===== src/rtl/vector_lane_dispatcher_if.sv =====
// vector_lane_dispatcher_if: op control, lane-array and register-file writeback bundle.
interface vector_lane_dispatcher_if #(
    parameter int NUM_LANES = 2,
    parameter int ELEN      = 32,
    parameter int VLMAX     = 32
);
    localparam int IDX_W = $clog2(VLMAX);
    localparam int VL_W  = $clog2(VLMAX + 1);
    logic                      start;
    logic [VL_W-1:0]           vl;
    logic                      mask_en;
    logic [VLMAX-1:0]          mask;
    logic                      busy;
    logic                      done;
    logic                      exception;
    logic [NUM_LANES-1:0]      lane_start;
    logic [NUM_LANES*IDX_W-1:0] lane_idx;
    logic [NUM_LANES-1:0]      lane_done;
    logic [NUM_LANES*ELEN-1:0] lane_result;
    logic [NUM_LANES-1:0]      lane_exception;
    logic                      wb_valid;
    logic                      wb_ready;
    logic [IDX_W-1:0]          wb_base_idx;
    logic [NUM_LANES-1:0]      wb_en;
    logic [NUM_LANES*ELEN-1:0] wb_data;
    modport master (
        input  start, vl, mask_en, mask, lane_done, lane_result, lane_exception, wb_ready,
        output busy, done, exception, lane_start, lane_idx, wb_valid, wb_base_idx, wb_en, wb_data
    );
    modport slave (
        output start, vl, mask_en, mask, lane_done, lane_result, lane_exception, wb_ready,
        input  busy, done, exception, lane_start, lane_idx, wb_valid, wb_base_idx, wb_en, wb_data
    );
endinterface


===== src/rtl/vector_lane_dispatcher.sv =====
// vector_lane_dispatcher: sequences one vector op across NUM_LANES lanes, one writeback beat per group.
// Optional VLANE_DISPATCH_SKIP_MASKED_EN: fully masked groups skip the writeback beat.
module vector_lane_dispatcher #(
    parameter int NUM_LANES = 2,
    parameter int ELEN      = 32,
    parameter int VLMAX     = 32
) (
    input logic clk,
    input logic rst_n,
    vector_lane_dispatcher_if.master bus
);
    localparam int IDX_W = $clog2(VLMAX);
    localparam int VL_W  = $clog2(VLMAX + 1);
    localparam int IW    = VL_W + 1;
    typedef enum logic [2:0] {IDLE, ISSUE, WAIT, WB, DONE} state_t;
    state_t                    state, state_n;
    logic [VL_W-1:0]           vl_r;
    logic                      mask_en_r;
    logic [VLMAX-1:0]          mask_r;
    logic [IW-1:0]             idx, idx_n, idx_step;
    logic [IW-1:0]             elem [NUM_LANES];
    logic [NUM_LANES-1:0]      active, active_c, got, got_n, fault;
    logic [NUM_LANES*ELEN-1:0] wb_data_r;
    logic                      exception_r, exception_n;
    // Element index is one bit wider than vl so the last group never wraps.
    always_comb begin
        for (int i = 0; i < NUM_LANES; i++) begin
            elem[i]     = idx + IW'(i);
            active_c[i] = (elem[i] < IW'(vl_r)) && (!mask_en_r || mask_r[elem[i][IDX_W-1:0]]);
        end
    end
    always_comb begin
        state_n     = state;
        idx_n       = idx;
        exception_n = exception_r;
        got_n       = got | (bus.lane_done & active);
        fault       = bus.lane_done & active & bus.lane_exception;
        idx_step    = idx + IW'(NUM_LANES);
        case (state)
            IDLE: if (bus.start) begin
                state_n     = (bus.vl == '0) ? DONE : ISSUE;
                idx_n       = '0;
                exception_n = 1'b0;
            end
            ISSUE: begin
                got_n = '0;
`ifdef VLANE_DISPATCH_SKIP_MASKED_EN
                if (active_c == '0) begin
                    idx_n   = idx_step;
                    state_n = (idx_step >= IW'(vl_r)) ? DONE : ISSUE;
                end else state_n = WAIT;
`else
                state_n = (active_c == '0) ? WB : WAIT;
`endif
            end
            WAIT: begin
                if (|fault) begin
                    state_n     = DONE;
                    exception_n = 1'b1;
                end else if (&(got_n | ~active)) state_n = WB;
            end
            WB: if (bus.wb_ready) begin
                idx_n   = idx_step;
                state_n = (idx_step >= IW'(vl_r)) ? DONE : ISSUE;
            end
            default: state_n = IDLE;
        endcase
    end
    always_ff @(posedge clk or negedge rst_n) begin
        if (!rst_n) begin
            state       <= IDLE;
            vl_r        <= '0;
            mask_en_r   <= 1'b0;
            mask_r      <= '0;
            idx         <= '0;
            active      <= '0;
            got         <= '0;
            wb_data_r   <= '0;
            exception_r <= 1'b0;
        end else begin
            state       <= state_n;
            idx         <= idx_n;
            got         <= got_n;
            exception_r <= exception_n;
            if (state == IDLE && bus.start) begin
                vl_r      <= bus.vl;
                mask_en_r <= bus.mask_en;
                mask_r    <= bus.mask;
            end
            if (state == ISSUE) active <= active_c;
            for (int i = 0; i < NUM_LANES; i++)
                if (state == WAIT && bus.lane_done[i] && active[i])
                    wb_data_r[i*ELEN +: ELEN] <= bus.lane_result[i*ELEN +: ELEN];
        end
    end
    assign bus.busy        = state != IDLE;
    assign bus.done        = state == DONE;
    assign bus.exception   = exception_r;
    assign bus.lane_start  = (state == ISSUE) ? active_c : '0;
    assign bus.wb_valid    = state == WB;
    assign bus.wb_base_idx = idx[IDX_W-1:0];
    assign bus.wb_en       = (state == WB) ? active : '0;
    assign bus.wb_data     = wb_data_r;
    for (genvar g = 0; g < NUM_LANES; g++) begin : g_idx
        assign bus.lane_idx[g*IDX_W +: IDX_W] =
            (state == ISSUE || state == WAIT || state == WB) ? elem[g][IDX_W-1:0] : '0;
    end
endmodule


===== src/flat_wrapper.sv =====
// flat-port wrapper written by rule: the top's interface ports become plain ports
module vector_lane_dispatcher_flat 
#(
    parameter int NUM_LANES = 2,
    parameter int ELEN      = 32,
    parameter int VLMAX     = 32
)
  (clk, rst_n, bus_start, bus_vl, bus_mask_en, bus_mask, bus_lane_done, bus_lane_result, bus_lane_exception, bus_wb_ready, bus_busy, bus_done, bus_exception, bus_lane_start, bus_lane_idx, bus_wb_valid, bus_wb_base_idx, bus_wb_en, bus_wb_data);
  vector_lane_dispatcher_if #(.NUM_LANES(NUM_LANES), .ELEN(ELEN), .VLMAX(VLMAX)) bus_i ();
  input logic clk;
  input logic rst_n;
  input wire logic [$bits(bus_i.start)-1:0] bus_start;
  input wire logic [$bits(bus_i.vl)-1:0] bus_vl;
  input wire logic [$bits(bus_i.mask_en)-1:0] bus_mask_en;
  input wire logic [$bits(bus_i.mask)-1:0] bus_mask;
  input wire logic [$bits(bus_i.lane_done)-1:0] bus_lane_done;
  input wire logic [$bits(bus_i.lane_result)-1:0] bus_lane_result;
  input wire logic [$bits(bus_i.lane_exception)-1:0] bus_lane_exception;
  input wire logic [$bits(bus_i.wb_ready)-1:0] bus_wb_ready;
  output wire logic [$bits(bus_i.busy)-1:0] bus_busy;
  output wire logic [$bits(bus_i.done)-1:0] bus_done;
  output wire logic [$bits(bus_i.exception)-1:0] bus_exception;
  output wire logic [$bits(bus_i.lane_start)-1:0] bus_lane_start;
  output wire logic [$bits(bus_i.lane_idx)-1:0] bus_lane_idx;
  output wire logic [$bits(bus_i.wb_valid)-1:0] bus_wb_valid;
  output wire logic [$bits(bus_i.wb_base_idx)-1:0] bus_wb_base_idx;
  output wire logic [$bits(bus_i.wb_en)-1:0] bus_wb_en;
  output wire logic [$bits(bus_i.wb_data)-1:0] bus_wb_data;
  assign bus_i.start = bus_start;
  assign bus_i.vl = bus_vl;
  assign bus_i.mask_en = bus_mask_en;
  assign bus_i.mask = bus_mask;
  assign bus_i.lane_done = bus_lane_done;
  assign bus_i.lane_result = bus_lane_result;
  assign bus_i.lane_exception = bus_lane_exception;
  assign bus_i.wb_ready = bus_wb_ready;
  assign bus_busy = bus_i.busy;
  assign bus_done = bus_i.done;
  assign bus_exception = bus_i.exception;
  assign bus_lane_start = bus_i.lane_start;
  assign bus_lane_idx = bus_i.lane_idx;
  assign bus_wb_valid = bus_i.wb_valid;
  assign bus_wb_base_idx = bus_i.wb_base_idx;
  assign bus_wb_en = bus_i.wb_en;
  assign bus_wb_data = bus_i.wb_data;
  vector_lane_dispatcher #(.NUM_LANES(NUM_LANES), .ELEN(ELEN), .VLMAX(VLMAX)) u_core (.clk(clk), .rst_n(rst_n), .bus(bus_i));
endmodule

===== config.mk =====
export PLATFORM = sky130hd
export DESIGN_NAME = vector_lane_dispatcher_flat
export DESIGN_NICKNAME = d
export VERILOG_FILES = /design/src/rtl/vector_lane_dispatcher_if.sv /design/src/rtl/vector_lane_dispatcher.sv /design/src/flat_wrapper.sv
export SDC_FILE = /design/constraint.sdc
export NUM_CORES = 1
export LEC_CHECK = 0
export BUFFER_PORTS_ARGS = -buffer_cell sky130_fd_sc_hd__buf_2
export CAP_MARGIN = 15
export CORE_UTILIZATION = 50
export DETAILED_ROUTE_END_ITERATION = 10
export HOLD_SLACK_MARGIN = 0.08
export PLACE_DENSITY = 0.81
export SKIP_CTS_REPAIR_TIMING = 1
export SYNTH_ARGS = -nofsm -noshare
export SYNTH_HDL_FRONTEND = slang
export SYNTH_SLANG_ARGS = --single-unit

===== constraint.sdc =====
create_clock -name clk -period 2.5 [get_ports clk]
set_clock_uncertainty 0.05 [all_clocks]
set_input_delay 0.25 -clock clk [delete_from_list [all_inputs] [get_ports clk]]
set_output_delay 0.25 -clock clk [all_outputs]
set_load 0.02 [all_outputs]

# Yosys cells after proc, flatten, opt, wreduce, memory -nomap -nowiden
# Index checks and enable logic that the tools add are counted.
[op_classes]
n_addsub = 2
mul = 0
div = 0
magnitude_cmp = 5
eq_ne = 8
shift = 0
muxes = 23
bitwise_logic = 5
n_reduce_logical = 23
[ops]
columns = ["cell", "n"]
rows = [
  ["two-way mux 3 bit", 6],
  ["less-than comparator 7 x 6 -> 1 bit", 2],
  ["two-way mux 7 bit", 2],
  ["one-hot mux 7 bit (2 select lines)", 1],
  ["less-than comparator 5 x 6 -> 1 bit, second input constant", 2],
  ["one-hot mux 3 bit (4 select lines)", 1],
  ["binary-select mux 1 bit (select 5 bit)", 2],
  ["two-way mux 5 bit", 2],
  ["AND reduction 3 bit", 3],
  ["adder 7 x 1 -> 7 bit, second input constant", 1],
  ["adder 7 x 2 -> 7 bit, second input constant", 1],
  ["greater-or-equal comparator 7 x 6 -> 1 bit", 1],
  ["logical AND 1 bit", 7],
  ["== test 3 x 2 -> 1 bit, second input constant", 2],
  ["logical NOT 6 bit", 1],
  ["two-way mux 2 bit", 3],
  ["two-way mux 1 bit", 5],
  ["AND 2 bit", 2],
  ["logical OR 1 bit", 4],
  ["inequality test 2 bit, second input constant", 2],
  ["bitwise OR 2 bit", 2],
  ["nonzero test 2 bit", 2],
  ["== test 3 x 1 -> 1 bit, second input constant", 1],
  ["== test 3 bit, second input constant", 1],
  ["other kinds (10)", 10],
]
[totals]
register_bits = 118
latchBits = 0
ramBits = 0
mem_bits_ro = 0
inputBits = 111
out_inout_bits = 87
elab_cells = 76
n_memories = 0

# Longest topological paths before layout
[logic_depth]
word_depth = 8
depth_mapped = 10
ltp_nobuf = 9

# Worst setup path after synthesis
# Ideal clock, no wire load.
[synth_path]
kind = "register -> register"
startpoint = "register u_core.idx[4]"
endpoint = "register u_core.state[0]"
setup_ns = 0.067
t_arrival_ns = 2.059
required_ns = 2.383
slack_ns = 0.324
stages_incl_launch_ff = 11
path_buffers = 2
synth_period_minus_slack_ns = 2.176
path_cell_list = "dfrtp_1 -> clkbuf_1 -> buf_2 -> nand3_1 -> xnor2_1 -> ha_1 -> nand2_1 -> nand3b_1 -> o31ai_1 -> nor4b_1 -> a311o_1"
[synth_via]
elab_chain_cells = 8
word_cells_on_any_way = 18
cone_classes = "add/sub (2); order compare (3); mux (8); reduce/logical (5)"
[synth_rtl]
columns = ["element", "line", "rtl"]
rows = [
  ["from (decl)", "vector_lane_dispatcher.sv:20", "logic [IW-1:0] idx, idx_n, idx_step;"],
  ["from (signal assigned)", "vector_lane_dispatcher.sv:82", "idx <= idx_n;"],
  ["adder 7 x 1 -> 7 bit", "vector_lane_dispatcher.sv:28", "elem[i] = idx + IW'(i);"],
  ["binary-select mux 1 bit (select 5 bit)", "vector_lane_dispatcher.sv:29", "active_c[i] = (elem[i] < IW'(vl_r)) && (!mask_en_r || mask_r[elem[i][IDX_W-1:0]]);"],
  ["two-way mux 1 bit (not written as such)", "vector_lane_dispatcher.sv:29", ""],
  ["logical OR 1 bit", "vector_lane_dispatcher.sv:29", ""],
  ["logical AND 1 bit", "vector_lane_dispatcher.sv:29", ""],
  ["logical NOT 2 bit", "vector_lane_dispatcher.sv:53", "state_n = (active_c == '0) ? WB : WAIT;"],
  ["two-way mux 1 bit", "vector_lane_dispatcher.sv:53", ""],
  ["one-hot mux 3 bit (4 select lines) (*)", "vector_lane_dispatcher.sv:39", "case (state)"],
  ["to (signal assigned)", "vector_lane_dispatcher.sv:81", "state <= state_n;"],
  ["to (decl)", "vector_lane_dispatcher.sv:16", "state_t state, state_n;"],
]
# Every way passes the cells marked *; elsewhere a longest branch is shown, timed or not. The select of a mux whose other input is x is not followed.
# A chain may end at the register's enable or synchronous reset.

# Worst setup path in the final report
[layout_path]
startpoint = "register u_core.idx[1]"
endpoint = "output bus_lane_start[1]"
[layout_via]
elab_chain_cells = 6
word_cells_on_any_way = 7
cone_classes = "add/sub (1); order compare (1); mux (3); reduce/logical (2)"
[layout_rtl]
columns = ["element", "line", "rtl"]
rows = [
  ["adder 7 x 1 -> 7 bit (*)", "vector_lane_dispatcher.sv:28", ""],
  ["binary-select mux 1 bit (select 5 bit)", "vector_lane_dispatcher.sv:29", ""],
  ["two-way mux 1 bit (not written as such)", "vector_lane_dispatcher.sv:29", ""],
  ["logical OR 1 bit", "vector_lane_dispatcher.sv:29", ""],
  ["logical AND 1 bit (*)", "vector_lane_dispatcher.sv:29", ""],
  ["two-way mux 2 bit (*)", "vector_lane_dispatcher.sv:99", "assign bus.lane_start = (state == ISSUE) ? active_c : '0;"],
  ["to (decl)", "flat_wrapper.sv:23", "output wire logic [$bits(bus_i.lane_start)-1:0] bus_lane_start;"],
]
# Marks and branches as above.

==> results.md <==
- The run finished, with violations left.
- The checks that failed: negative setup slack.
- Max-cap violations in this run came to 0.
- The instance area after placement is about 6500 um2.
- around 200 I/O pins were placed.
- Summed over its instances, the top area cell type makes up 54.7% of the synthesized netlist area.
- Setup violations remaining at the end of the flow were counted as 2.
- The tree built by TritonCTS fans out to 117 sinks.
- The most used flip-flop cell after synthesis is dfrtp_1.
- Summed over all instances, the cell type with the most area after synthesis is dfrtp_1.
- The utilization of the core after routing is 78.4%.
- Headroom to the max-slew limit came out at 61.5%.
- The total DRC errors in the routed layout is 0.
- At the placement stage, the worst setup path has a slack of approximately 0.17 ns.
- The number of hold violations in the final report is 0.
- The congestion estimate from routability-driven global placement came to just under 0.9.
- The final period utilization is 109%.
- The effective utilization at floorplan is 51.7%.
- Based on the critical path, the design can be clocked at up to 367 MHz.
- In the synthesized netlist the async set-or-reset flop fraction comes to 100%.
- In this run the register-to-register setup slack is around 0.08 ns.
- Traced cell by cell, the critical path runs through inv_1, ha_4, nand2b_1, a21o_1, a211oi_2, o211ai_1, nor2_1, buf_4.
- In this run, CTS created clock tree buffers numbering 17.
- CTS built an H-tree with a depth of 4.
- The maximum VDD drop is 0.771 mV.
- The endpoint kind of the worst setup timing path is an output pin.
- The final HPWL from detailed placement is roughly 9000 um.
- The clock transition at the register clock pins on the worst setup and hold paths after CTS is roughly 0.060 ns.
- The average wire length per cell after detail routing is about 19 um.
- In this run the worst path has a maximum fanout of 7.
- The slowest stage of the critical path is the dfrtp_2 cell.
- The number of pins with negative max-slew slack in the final report is 0.
- The synthesized area is 5360 um2.
- The total overflow left after global routing is 0.
- The most common library cell in the layout ignoring fill and taps is buf_2.
- Subtracting the final worst setup slack from the clock period gives between 2 and 3 ns.
- The total number of vias is 4502.
- The mean area per synthesized cell is around 13 um2.
- Following the worst setup path forward leads to its endpoint at bus_lane_start[1].
- Summing all non-filler instances in the final layout gives an area of slightly above 8000 um2.
- The count of TritonRoute iterations in the first routing pass is 5.
- The number of global-route vias before repair is ~4000.
- Synthesis instantiated 49 different standard cells from the library.
- The total wire length after detailed routing is between 15000 and 20000 um.
- Setup repair after global routing could not meet its margin everywhere.
- TritonCTS built the clock tree.
- The endpoint identified for the worst register-to-register timing path is u_core.state[0].
- The tightest min-delay check is of the in -> reg type.
- The count of input and output buffers is roughly 200.
- Counting flops with a built-in enable in the synthesized netlist gives 0.
- The worst endpoint required time is ~2.2 ns.
- The worst hold margin is around 0.12 ns.
- Sorting the synthesized cells by area gives the leading types as dfrtp_1 55%, mux2_2 21%, ha_1 3.5%, mux4_1 2.9%, nand2_1 1.5%.
- The total routing resource utilization after global routing is around a quarter.
- The mean number of vias per cell is 5.25.
- The buffering stage count on the worst path with inverters included is 2.
- The number of antenna violations at the first check in global routing is 0.
- After the last flow step, the layout net total stands at 835.
- The Yosys step of the flow raised 0 warnings.
- The clock reaches the later pin of the worst-skew pair after 0.51 ns.
- Power spread over the standard cell area amounts to roughly 1200 nW/um2.
- The first global-routing pass estimated 19900 um of wire.
- In this run the vertical extent of the chip is approximately 110 um.
- For the worst setup path, the data arrival time is between 2 and 2.5 ns.
- The cell at the root of the clock tree is clkbuf_8.
- STA classifies the critical path startpoint as a flip-flop.
- Summing the sequential cell areas from Yosys gives 54.7% of the chip area.
- Summed over all cells, the static leakage comes to ~3.9 nW.
- Counting along the longest clock path gives a buffer depth of 2.
- The start point of the critical path is u_core.idx[1].
- The final worst slack is -0.221 ns.
- The library cells used most frequently in the layout, excluding fill and tap cells, are 192 x buf_2, 114 x dfrtp_1, 107 x dlygate4sd3_1.
- The die covers between 10000 and 15000 um2.
- After floorplanning, the core was sized to cover around 10000 um2.
- Synthesis inferred approximately 120 register bits.
- The area growth from synthesis to layout is 51.8%.
- The fraction of final layout cells sized beyond drive strength 1 is just under 50%.
- The count of nets left with antenna violations once routing finished came out at 0.
- The transition time at the pin with the least slew margin is just under 0.6 ns.
- The delay of the slowest cell on the worst path is 0.43 ns.
- Counting every instance in the synthesized netlist gives about 400.
- The initialized floorplan defines 37 standard-cell rows.
- After the first detailed-routing iteration, the DRC count stood at ~280.
- The antenna diode count is 0.
- The family with the most delay on the worst path is compound AO/OA/AOI/OAI gates.
- The critical path runs through a total of 8 cells.
- The overall die width is between 100 and 150 um.
- The critical register-to-register path startpoint is u_core.idx[1].
- The number of cells on the worst reg-to-reg path is 9.
- The classification of the worst setup path is reg -> out.
- The pin count of the biggest net entering global routing is 61.
==> how the worst min path moves through the flow <==
stage	start	cells after the start	slack (ns)	to
2_1_floorplan	rst_n	0	-0.1	u_core.active[0]
3_3_place_gp	rst_n	1	0.16	u_core.mask_r[16]
4_1_cts	rst_n	1	-0.38	u_core.mask_r[28]
3_5_place_dp	rst_n	1	0.16	u_core.mask_r[16]
5_1_grt	bus_start	4	0.16	u_core.bus.exception
6_report	bus_start	4	0.12	u_core.bus.exception
==> worst min-delay path, delay by kind of cell <==
kind / cells / cell delay [ns]
AOI/OAI and AO/OA: 1 / 0.09
and+or+nand+nor: 2 / 0.18
buffers and inverters: 1 / 0.11
==> final cells by class <==
cell class,count,area [um2]
Sequential cell,117,2930
Inverter,7,26.3
Tap cell,136,170
Multi-Input combinational cell,250,2280
Clock inverter,13,111
Timing Repair Buffer,316,2200
Fill cell,613,2240
Clock buffer,19,422
==> power breakdown <==
group / switching [mW] / internal, mW
registers: 0.593 / 2.83
clock network: 0.879 / 1.31
logic: 2.32 / 2.00
total: 3.79 / 6.14
==> metal layers <==
layer / wire, um / global-route usage, %
met5: 0 / 0
met4: 504 / 9.23
met3: 786 / 5.44
met2: 8740 / 39.5
met1: 6040 / 29.1
==> Yosys cell counts, types with 2 or more instances <==
cell type and number:
buf_4 10, xnor2_1 3, nor2b_1 3, clkbuf_1 4, buf_2 13, o21ai_0 12, inv_1 7, nor3_1 6
dfrtp_1 117, nand2b_1 2, nand2_1 22, mux2_2 98, mux2i_1 3, ha_1 15, nand3_1 7, a211oi_1 2
o211ai_1 2, a21oi_1 11, a32o_1 3, and2_2 2, mux4_1 6, and2_1 7, o31ai_1 2, nand3b_1 2
a21o_1 4, nor2_1 16
==> state kept, by name, summed over array words and instances, names as in the netlist, 2 cells and up <==
| register | flops |
|---|---|
| u_core.mask_r | 32 |
| u_core.idx | 6 |
| u_core.got | 2 |
| u_core.vl_r | 6 |
| u_core.bus.wb_data | 64 |
| u_core.active | 2 |
| u_core.state | 3 |
==> kinds of logic after synthesis <==
| group | after synthesis | synth area share, % |
|---|---|---|
| flops | 117 | 54.7 |
| buf+inv | 36 | 3.85 |
| compound gates | 42 | 5.14 |
| fa+ha+maj | 15 | 3.50 |
| other cells | 1 | 0.0700 |
| mux | 108 | 24.5 |
| simple gates | 79 | 7.59 |
| xor+xnor | 4 | 0.654 |
==> through the flow <==
step	TNS [ns]	power, mW	instances
2_1_floorplan	0	6.04	403
3_3_place_gp	0	7.16	718
3_5_place_dp	0	7.33	718
4_1_cts	-0.691	9.54	750
5_1_grt	-0.658	10.4	858
6_report	-0.345	9.93	858
Note: power is estimated with default switching activity, not from simulation.
